==> config.mk <==
export PLATFORM = sky130hd
export DESIGN_NAME = seg7_capture
export DESIGN_NICKNAME = d
export VERILOG_FILES = /design/src/rtl/seg7_pkg.sv /design/src/rtl/seg7_glyph_decode.sv /design/src/rtl/seg7_capture.sv
export SDC_FILE = /design/constraint.sdc
export NUM_CORES = 1
export LEC_CHECK = 0
export CORE_ASPECT_RATIO = 1.4
export CORE_MARGIN = 2
export CORE_UTILIZATION = 46
export CTS_CLUSTER_DIAMETER = 60
export CTS_CLUSTER_SIZE = 20
export DETAILED_ROUTE_END_ITERATION = 12
export DONT_BUFFER_PORTS = 1
export PLACE_DENSITY = 0.72
export SETUP_SLACK_MARGIN = 0.1
export SYNTH_ARGS = -nofsm -noshare
export SYNTH_HDL_FRONTEND = slang
export SYNTH_SLANG_ARGS = --single-unit
==> constraint.sdc <==
create_clock -name clk -period 2.4 [get_ports clk]
set_input_delay 0.6 -clock clk [delete_from_list [all_inputs] [get_ports clk]]
set_output_delay 0.6 -clock clk [all_outputs]
set_load 0.005 [all_outputs]
==> src/rtl/seg7_pkg.sv <==
// Shared definitions for the 7-segment capture block: FSM states, glyph table, decoder.
package seg7_pkg;

  localparam int unsigned SEG_W = 7;
  localparam int unsigned NIB_W = 4;
  localparam int unsigned CNT_W = 8;

  typedef enum logic [1:0] {
    IDLE   = 2'd0,
    SETTLE = 2'd1,
    LOCKED = 2'd2
  } cap_state_e;

  // Segment order a..g, segment a is bit 0 (leftmost in the literal).
  localparam logic [0:6] GLYPH_0 = 7'b1111110;
  localparam logic [0:6] GLYPH_1 = 7'b0110000;
  localparam logic [0:6] GLYPH_2 = 7'b1101101;
  localparam logic [0:6] GLYPH_3 = 7'b1111001;
  localparam logic [0:6] GLYPH_4 = 7'b0110011;
  localparam logic [0:6] GLYPH_5 = 7'b1011011;
  localparam logic [0:6] GLYPH_6 = 7'b1011111;
  localparam logic [0:6] GLYPH_7 = 7'b1110000;
  localparam logic [0:6] GLYPH_8 = 7'b1111111;
  localparam logic [0:6] GLYPH_9 = 7'b1111011;
  localparam logic [0:6] GLYPH_A = 7'b1110111;
  localparam logic [0:6] GLYPH_B = 7'b0011111;
  localparam logic [0:6] GLYPH_C = 7'b1001110;
  localparam logic [0:6] GLYPH_D = 7'b0111101;
  localparam logic [0:6] GLYPH_E = 7'b1001111;
  localparam logic [0:6] GLYPH_F = 7'b1000111;

  // Inverse glyph lookup; returns {err, nibble}, illegal patterns give {1, 0}.
  function automatic logic [4:0] seg7_decode(input logic [0:6] seg);
    case (seg)
      GLYPH_0: seg7_decode = 5'h00;
      GLYPH_1: seg7_decode = 5'h01;
      GLYPH_2: seg7_decode = 5'h02;
      GLYPH_3: seg7_decode = 5'h03;
      GLYPH_4: seg7_decode = 5'h04;
      GLYPH_5: seg7_decode = 5'h05;
      GLYPH_6: seg7_decode = 5'h06;
      GLYPH_7: seg7_decode = 5'h07;
      GLYPH_8: seg7_decode = 5'h08;
      GLYPH_9: seg7_decode = 5'h09;
      GLYPH_A: seg7_decode = 5'h0A;
      GLYPH_B: seg7_decode = 5'h0B;
      GLYPH_C: seg7_decode = 5'h0C;
      GLYPH_D: seg7_decode = 5'h0D;
      GLYPH_E: seg7_decode = 5'h0E;
      GLYPH_F: seg7_decode = 5'h0F;
      default: seg7_decode = 5'h10;
    endcase
  endfunction

endpackage

==> src/rtl/seg7_glyph_decode.sv <==
// Combinational wrapper around the shared glyph decoder.
module seg7_glyph_decode
  import seg7_pkg::*;
(
  input  logic [0:6] seg_i,
  output logic [3:0] nibble_o,
  output logic       err_o
);

  // Split the packed {err, nibble} result onto ports.
  always_comb begin
    {err_o, nibble_o} = seg7_decode(seg_i);
  end

endmodule

==> src/rtl/seg7_capture.sv <==
// Captures multiplexed 7-segment digits, debounces each, and assembles hex frames.
module seg7_capture
  import seg7_pkg::*;
#(
  parameter int unsigned STABLE_CYCLES = 4,
  parameter int unsigned NDIG          = 4
) (
  input  logic                clk,
  input  logic                rst,
  input  logic [0:6]          seg_in,
  input  logic [NDIG-1:0]     dig_sel,
  output logic [4*NDIG-1:0]   frame_data,
  output logic [NDIG-1:0]     frame_err,
  output logic                frame_valid,
  input  logic                frame_ready,
  output logic                overrun
);

  localparam int unsigned     FRAME_W    = NIB_W * NDIG;
  localparam logic [CNT_W-1:0] STABLE_LIM = CNT_W'(STABLE_CYCLES);

  cap_state_e          state_q, state_d;
  logic [CNT_W-1:0]    count_q, count_d;
  logic [NDIG-1:0]     sel_q, sel_d;
  logic [0:6]          pat_q, pat_d;
  logic [NDIG-1:0]     mask_q, mask_d;
  logic [FRAME_W-1:0]  stage_data_q, stage_data_d;
  logic [NDIG-1:0]     stage_err_q, stage_err_d;
  logic [FRAME_W-1:0]  frame_data_q, frame_data_d;
  logic [NDIG-1:0]     frame_err_q, frame_err_d;
  logic                frame_valid_q, frame_valid_d;
  logic                overrun_q, overrun_d;

  logic                sel_onehot;
  logic                sample_match;
  logic                restart;
  logic                counting;
  logic                accept;
  logic [3:0]          dec_nibble;
  logic                dec_err;

  assign sel_onehot   = (dig_sel != '0) && ((dig_sel & (dig_sel - NDIG'(1))) == '0);
  assign sample_match = (dig_sel == sel_q) && (seg_in == pat_q);

  // pat_d is the pattern held in the latch after this edge; on acceptance it equals seg_in.
  seg7_glyph_decode u_decode (
    .seg_i    (pat_d),
    .nibble_o (dec_nibble),
    .err_o    (dec_err)
  );

  // Capture FSM: settle on a stable (dig_sel, seg_in) pair, then lock until dig_sel moves.
  always_comb begin
    state_d  = state_q;
    count_d  = count_q;
    sel_d    = sel_q;
    pat_d    = pat_q;
    restart  = 1'b0;
    counting = 1'b0;
    accept   = 1'b0;
    case (state_q)
      IDLE:    restart = 1'b1;
      SETTLE: begin
        if (sample_match) begin
          count_d  = count_q + CNT_W'(1);
          counting = 1'b1;
        end else begin
          restart = 1'b1;
        end
      end
      LOCKED:  restart = (dig_sel != sel_q);
      default: state_d = IDLE;
    endcase
    if (restart) begin
      if (sel_onehot) begin
        sel_d    = dig_sel;
        pat_d    = seg_in;
        count_d  = CNT_W'(1);
        state_d  = SETTLE;
        counting = 1'b1;
      end else begin
        state_d = IDLE;
        count_d = '0;
      end
    end
    if (counting && (count_d == STABLE_LIM)) begin
      accept  = 1'b1;
      state_d = LOCKED;
    end
  end

  // Staging/mask update and frame hand-off with overrun detection.
  always_comb begin
    mask_d        = mask_q;
    stage_data_d  = stage_data_q;
    stage_err_d   = stage_err_q;
    frame_data_d  = frame_data_q;
    frame_err_d   = frame_err_q;
    frame_valid_d = frame_valid_q;
    overrun_d     = 1'b0;
    if (&mask_q) begin
      mask_d = '0;
      if (!frame_valid_q || frame_ready) begin
        frame_data_d  = stage_data_q;
        frame_err_d   = stage_err_q;
        frame_valid_d = 1'b1;
      end else begin
        overrun_d = 1'b1;
      end
    end else if (frame_valid_q && frame_ready) begin
      frame_valid_d = 1'b0;
    end
    if (accept) begin
      mask_d = mask_d | sel_d;
      for (int unsigned i = 0; i < NDIG; i++) begin
        if (sel_d[i]) begin
          stage_data_d[NIB_W*i +: NIB_W] = dec_nibble;
          stage_err_d[i]                 = dec_err;
        end
      end
    end
  end

  // State registers with asynchronous reset.
  always_ff @(posedge clk or posedge rst) begin
    if (rst) begin
      state_q       <= IDLE;
      count_q       <= '0;
      sel_q         <= '0;
      pat_q         <= '0;
      mask_q        <= '0;
      stage_data_q  <= '0;
      stage_err_q   <= '0;
      frame_data_q  <= '0;
      frame_err_q   <= '0;
      frame_valid_q <= 1'b0;
      overrun_q     <= 1'b0;
    end else begin
      state_q       <= state_d;
      count_q       <= count_d;
      sel_q         <= sel_d;
      pat_q         <= pat_d;
      mask_q        <= mask_d;
      stage_data_q  <= stage_data_d;
      stage_err_q   <= stage_err_d;
      frame_data_q  <= frame_data_d;
      frame_err_q   <= frame_err_d;
      frame_valid_q <= frame_valid_d;
      overrun_q     <= overrun_d;
    end
  end

  assign frame_data  = frame_data_q;
  assign frame_err   = frame_err_q;
  assign frame_valid = frame_valid_q;
  assign overrun     = overrun_q;

endmodule

# Yosys cells after proc, flatten, opt, wreduce, memory -nomap -nowiden
# Cells that the tools add are included.
[word_totals] ff_bits=67 input_bits=14 output_inout_bits=22 word_cells=90
[op_classes] n_eq_ne=24 bitwise=2 muxes=27 addsub=2 reduce_logical=18
[op_table] operator="$eq 7x7->1 const B" count=12
[op_table] operator="$pmux 5 s16" count=1
[op_table] operator="$mux 8" count=3
[op_table] operator="$eq 7x6->1 const B" count=3
[op_table] operator="$mux 4" count=4
[op_table] operator="$mux 7" count=2
[op_table] operator="$mux 1" count=13
[op_table] operator="$reduce_and 2->1" count=5
[op_table] operator="$add 8x1->8 const B" count=1
[op_table] operator="$eq 8x3->1 const B" count=1
[op_table] operator="$eq 7x5->1 const B" count=1
[op_table] operator="$eq 7x7->1" count=1
[op_table] operator="$mux 2" count=3
[op_table] operator="$reduce_and 5->1" count=1
[op_table] operator="$and 4x4->4" count=1
[op_table] operator="$eq 4x4->1" count=1
[op_table] operator="$logic_and 1x1->1" count=4
[op_table] operator="$logic_not 4->1" count=1
[op_table] operator="$ne 4x4->1" count=1
[op_table] operator="$or 4x4->4" count=1
[op_table] operator="$reduce_and 4->1" count=1
[op_table] operator="$reduce_bool 4->1" count=1
[op_table] operator="$sub 4x1->4 const B" count=1
[op_table] operator="$ne 3x1->1 const B" count=1
[op_table] operator="other kinds (9)" count=9

# Logic depth before layout (Yosys ltp)
[depth] ltp_word=10 mapped_depth=9 depth_no_buf=7

# Modules after synthesis
# A second synthesis with hierarchy kept.
[unflattened] cells_unflattened=277 hier_area_um2=3454.6
[by_module_without_submodules] mod="seg7_capture" cells_each=223 area_each_um2=3051.7 seq_area_each_um2=1676.6 n_inst=1
[by_module_without_submodules] mod="seg7_glyph_decode" cells_each=54 area_each_um2=402.9 seq_area_each_um2=0.0 n_inst=1

# Worst setup path before layout
# No wires, ideal clock.
[synth_path] path_type="input port to flip-flop" start="in seg_in[1] in the netlist's numbering" end="reg stage_data_q[0]" setup_slack_ns=-0.258 arrival_time_ns=2.533 n_path_buf=2 stages=8 required_time_ns=2.275 setup_time_ns=0.125 path_cell_list="buf_2 xor2_1 nor4_2 and3_1 buf_2 nand4_4 nor3_4 mux2_2"
[synth_between] elab_chain_cells=9 elab_cells_between_ends=35 cone_classes="eq/ne: 18; mux: 14; reduce/logical: 3"
[synth_rtl] element="start: declaration" line_no="seg7_capture.sv:10" rtl="input logic [0:6] seg_in,"
[synth_rtl] element="$eq 7x7->1" line_no="seg7_capture.sv:43" rtl="assign sample_match = (dig_sel == sel_q) && (seg_in == pat_q);"
[synth_rtl] element="$logic_and 1x1->1" line_no="seg7_capture.sv:43"
[synth_rtl] element="$mux 1 / $mux 8 (equally long branches)" line_no="seg7_capture.sv:64" rtl="if (sample_match) begin"
[synth_rtl] element="$pmux 1 s3, or another cell as far along" line_no="seg7_capture.sv:61" rtl="case (state_q)"
[synth_rtl] element="$mux 8 / $mux 1 (equally long branches)" line_no="seg7_capture.sv:74, seg7_capture.sv:75"
[synth_rtl] element="$eq 8x3->1 / $mux 1 (equally long branches)" line_no="seg7_capture.sv:86, seg7_capture.sv:74"
[synth_rtl] element="$logic_and 1x1->1" line_no="seg7_capture.sv:86" rtl="if (counting && (count_d == STABLE_LIM)) begin"
[synth_rtl] element="$mux 1" line_no="seg7_capture.sv:86"
[synth_rtl] element="$reduce_and 2->1 (no line)"
[synth_rtl] element="end signal: assignment" line_no="seg7_capture.sv:144" rtl="stage_data_q <= stage_data_d;"
[synth_rtl] element="end: declaration" line_no="seg7_capture.sv:27" rtl="logic [FRAME_W-1:0] stage_data_q, stage_data_d;"
# Parallel ways exist; a longest one is shown, timed or not.
# A chain may end at the register's enable or synchronous reset.

# Worst setup path in the final report
[layout_path] start="reg sel_q[2]" end="reg stage_data_q[6]"
[layout_between] elab_chain_cells=9 elab_cells_between_ends=35 cone_classes="eq/ne: 19; mux: 13; reduce/logical: 3"
[layout_rtl] element="start: declaration" line_no="seg7_capture.sv:24" rtl="logic [NDIG-1:0] sel_q, sel_d;"
[layout_rtl] element="start signal: assignment" line_no="seg7_capture.sv:141" rtl="sel_q <= sel_d;"
[layout_rtl] element="$eq 4x4->1" line_no="seg7_capture.sv:43"
[layout_rtl] element="$logic_and 1x1->1" line_no="seg7_capture.sv:43"
[layout_rtl] element="$mux 1 / $mux 8 (equally long branches)" line_no="seg7_capture.sv:64"
[layout_rtl] element="$pmux 1 s3, or another cell as far along" line_no="seg7_capture.sv:61"
[layout_rtl] element="$mux 8 / $mux 1 (equally long branches)" line_no="seg7_capture.sv:74, seg7_capture.sv:75"
[layout_rtl] element="$eq 8x3->1 / $mux 1 (equally long branches)" line_no="seg7_capture.sv:86, seg7_capture.sv:74"
[layout_rtl] element="$logic_and 1x1->1" line_no="seg7_capture.sv:86"
[layout_rtl] element="$mux 1" line_no="seg7_capture.sv:86"
[layout_rtl] element="$reduce_and 2->1 (no line)"
# Parallel ways exist; a longest one is shown, timed or not.

==> results.cfg <==
[grt]
first_global_vias = 2931
grt_max_degree = 47
antenna_found_initial = 0
grt_pass1_wl_um = 14700
grt_use_total_pct = 21.2
overflow = 0

[worst_setup_path]
crit_slowest_cell = o41a_1
worstPathRequired_ps = 2610
r2r_start = sel_q[2]$_DFF_PP0_
regToRegSetupSlack_ps = -80
critPathLaunchType = register
reg2reg_depth = 8
critPathLaunch = sel_q[2]$_DFF_PP0_
critPathCaptureType = register
critPathMaxStageDelay_ps = 490
crit_arrival_ps = 2690
cpLargestDelayFamily = compound AO/OA/AOI/OAI gates
reg2reg_to = stage_data_q[6]$_DFFE_PP0P_
cp-endpoint = stage_data_q[6]$_DFFE_PP0P_
cp_max_fo = 4
crit_cells = 8
cp_cell_sequence = xor2_2 -> o41a_1 -> o21ai_4 -> mux2i_1 -> buf_4 -> nor3_4 -> buf_6 -> mux2_4
crit_type = reg2reg
cp.buffers_inverters = 2

[clocking]
cts.sinks = 67
cts_tree = done
holdBufCountCts = 0
clock_latency_ps = 330
cts_root_buf = clkbuf_16
cts_buffers = 9
h-tree-depth = 3
ctsLongestPathBuffers = 2
clkTransAtPathRegs_ps = 60

[placed_design]
hpwlAfterDp_um = 6280
portBuffers = 0
gp_congestion = 0.852

[die]
ioPinCount = 36
rows = 39
start_util_pct = 47.3
dieWidth_um = 81.1
die-area_sq_um = 9080
dieHeight_um = 112
core_sq_um = 8100

[routing]
wl_per_cell_um = 18.6
ant_nets = 0
vias = 2989
first_iter_violations = 99
viasPerCell = 5.95
first_pass_iters = 4
drc = 0
wirelength_um = 9320

[pwr]
switching_share_pct = 27.5
p_int_uw = 2260
p_total_uw = 3110
leakagePower_uw = 0.00213
vdd_drop_max_mv = 0.458
combPwrFrac_pct = 20.3
p_per_area_nw_per_um2 = 643
pwr-share-seq_pct = 39.0
p_switching_uw = 856
p_clk_share_pct = 40.7

[outcome]
violations = negative setup slack
status = complete, but fails checks

[sta]
slew_headroom_pct = 64.8
rsz0062_at_grt = yes
fin_ws_ps = -81.4
fmax_mhz = 403
worstMarginPinSlew_ps = 527
finalHoldViolations = 0
period_share_pct = 103
setup_viol = 21
final.setup_skew_ps = 7.76
finalCriticalPeriod_ps = 2480
holdWs_ps = 189
slew_violations = 0

[yosys]
yosysTopAreaCellShare_pct = 43.8
synth_edf_count = 0
synth_flop_cell = dfrtp_1
async_reset_ff_share_pct = 100
synth_seq_area_share_pct = 43.8
synth_top_cell_by_area = dfrtp_1
syn_avg_cell_area_sq_um = 11.0
syn-num-nets = 364
syn_area_sq_um = 3830
synth_cell_types = 73
synth_area_leaders = dfrtp_1 44%, mux2_2 11%, xor2_1 3.0%
synth-warning-count = 0
synth_cells = 349
synth_seq_cells = 67

[cells_and_area]
area_delta_synth_final_pct = 26.3
most-common-layout-cells = 67 x dfrtp_1, 52 x buf_4, 29 x mux2_2
fin_nets = 410
multi_input_area_sq_um = 2170
diodes = 0
final_common_cell = dfrtp_1
final_layout_size_suffix_gt1_share_pct = 40.3
seq_area_sq_um = 1680
fill_cells = 635

[min_path]
hp-class = in2async

[job]
maxCapViolations = 0
==> worst register-to-register path, delay by kind of cell (launching register included) <==
kind	cells	cell delay (ps)
XOR/XNOR	1	180
flip-flops	1	410
AO/OA/AOI/OAI	2	780
multiplexers	2	410
buffers and inverters	2	320
AND/OR/NAND/NOR	1	260
==> worst min path at each step <==
| stage | from | end | slack, ps | cells after the start |
|---|---|---|---|---|
| after detailed placement | stage_err_q[2]$_DFFE_PP0P_ | stage_err_q[2]$_DFFE_PP0P_ | 470 | 1 |
| after floorplan | mask_q[3]$_DFF_PP0_ | mask_q[3]$_DFF_PP0_ | 450 | 1 |
| after CTS | rst | count_q[0]$_DFF_PP0_ | 200 | 1 |
| after global placement | mask_q[3]$_DFF_PP0_ | mask_q[3]$_DFF_PP0_ | 460 | 1 |
| final | rst | count_q[0]$_DFF_PP0_ | 190 | 1 |
| after global routing | rst | count_q[0]$_DFF_PP0_ | 210 | 1 |
==> metrics by stage <==
step / util [%] / std cells / cell area, sq um / setup TNS, ps / setup WS, ps
4_1_cts: 58.4 / 496 / 4730 / -272 / -37.5
3_5_place_dp: 52.7 / 470 / 4270 / -6370 / -351
5_1_grt: 59.7 / 502 / 4840 / -2160 / -123
3_3_place_gp: 52.7 / 470 / 4270 / -5070 / -298
2_1_floorplan: - / 349 / 3910 / -3040 / -159
6_report: 59.7 / 502 / 4840 / -1130 / -81.4
==> what timing repair did <==
action                                  CTS  global route
buffers inserted                         10             6
pin swaps                                 8             5
endpoints found under the hold margin     0             0
gates cloned                              0             0
gates resized for setup                  19            10
endpoints found under the setup margin   21            32
==> registers in the layout (all words and copies together), names as in the netlist <==
| signal | flops |
|---|---|
| frame_data | 16 |
| stage_data_q | 16 |
| count_q | 8 |
| pat_q | 7 |
| frame_err | 4 |
| mask_q | 4 |
| sel_q | 4 |
| stage_err_q | 4 |
| state_q | 2 |
| frame_valid | 1 |
| overrun | 1 |
==> routing by layer <==
metal	part of all wire (%)	vias to the layer above	track usage, %
li1	-	1401	-
met1	42	1487	27.5
met2	53	89	33.7
met3	3.6	12	5.02
met4	2.1	0	8.70
met5	0	-	0
==> logic make-up after synthesis <==
group | synth area share, %
adder cells (fa/ha/maj) | 0.327
AO/OA/AOI/OAI | 12.9
multiplexers | 15.5
flip-flops | 43.8
buffers and inverters | 3.72
AND/OR/NAND/NOR | 19.9
XOR/XNOR | 3.89
==> cells in the mapped netlist (2+ instances only) <==
library cell	number
nand2_1	17
xnor2_1	4
a31oi_1	4
nand2b_1	3
nor2b_1	3
dfrtp_1	67
nor4_1	4
or3_1	2
a311oi_1	3
o21ai_0	15
nor3_1	3
o211ai_1	3
nand4bb_1	2
or4bb_1	2
nand3b_1	3
nor3_4	4
mux2_2	36
a21oi_1	10
xor2_1	13
and3_1	4
nor4bb_1	2
or4b_1	3
nor4_2	3
a21o_2	3
o31a_1	2
nand4b_1	4
buf_2	6
nand3_1	13
nor2_1	17
clkbuf_1	18
o22ai_1	3
a22o_1	2
mux2_4	4
or4b_2	2
buf_1	2
mux2i_1	6
mux2_1	6
inv_1	8
nand4_1	8
a211oi_1	2
==> power groups by stage <==
stage / logic [uW] / clock network (uW) / registers, uW
after CTS: 613 / 1280 / 1210
after global placement: 557 / 0 / 1230
after detailed placement: 570 / 0 / 1230
after floorplan: 414 / 0 / 1230
after global routing: 686 / 1360 / 1220
final: 632 / 1270 / 1210
==> final cells by class <==
class | instances | area share (%)
Clock buffer | 11 | 4.81
Clock inverter | 5 | 1.11
Inverter | 8 | 0.621
Multi-Input combinational cell | 247 | 44.9
Sequential cell | 67 | 34.7
Tap cell | 102 | 2.64
Timing Repair Buffer | 62 | 11.3
(Power assumes the default switching activity.)
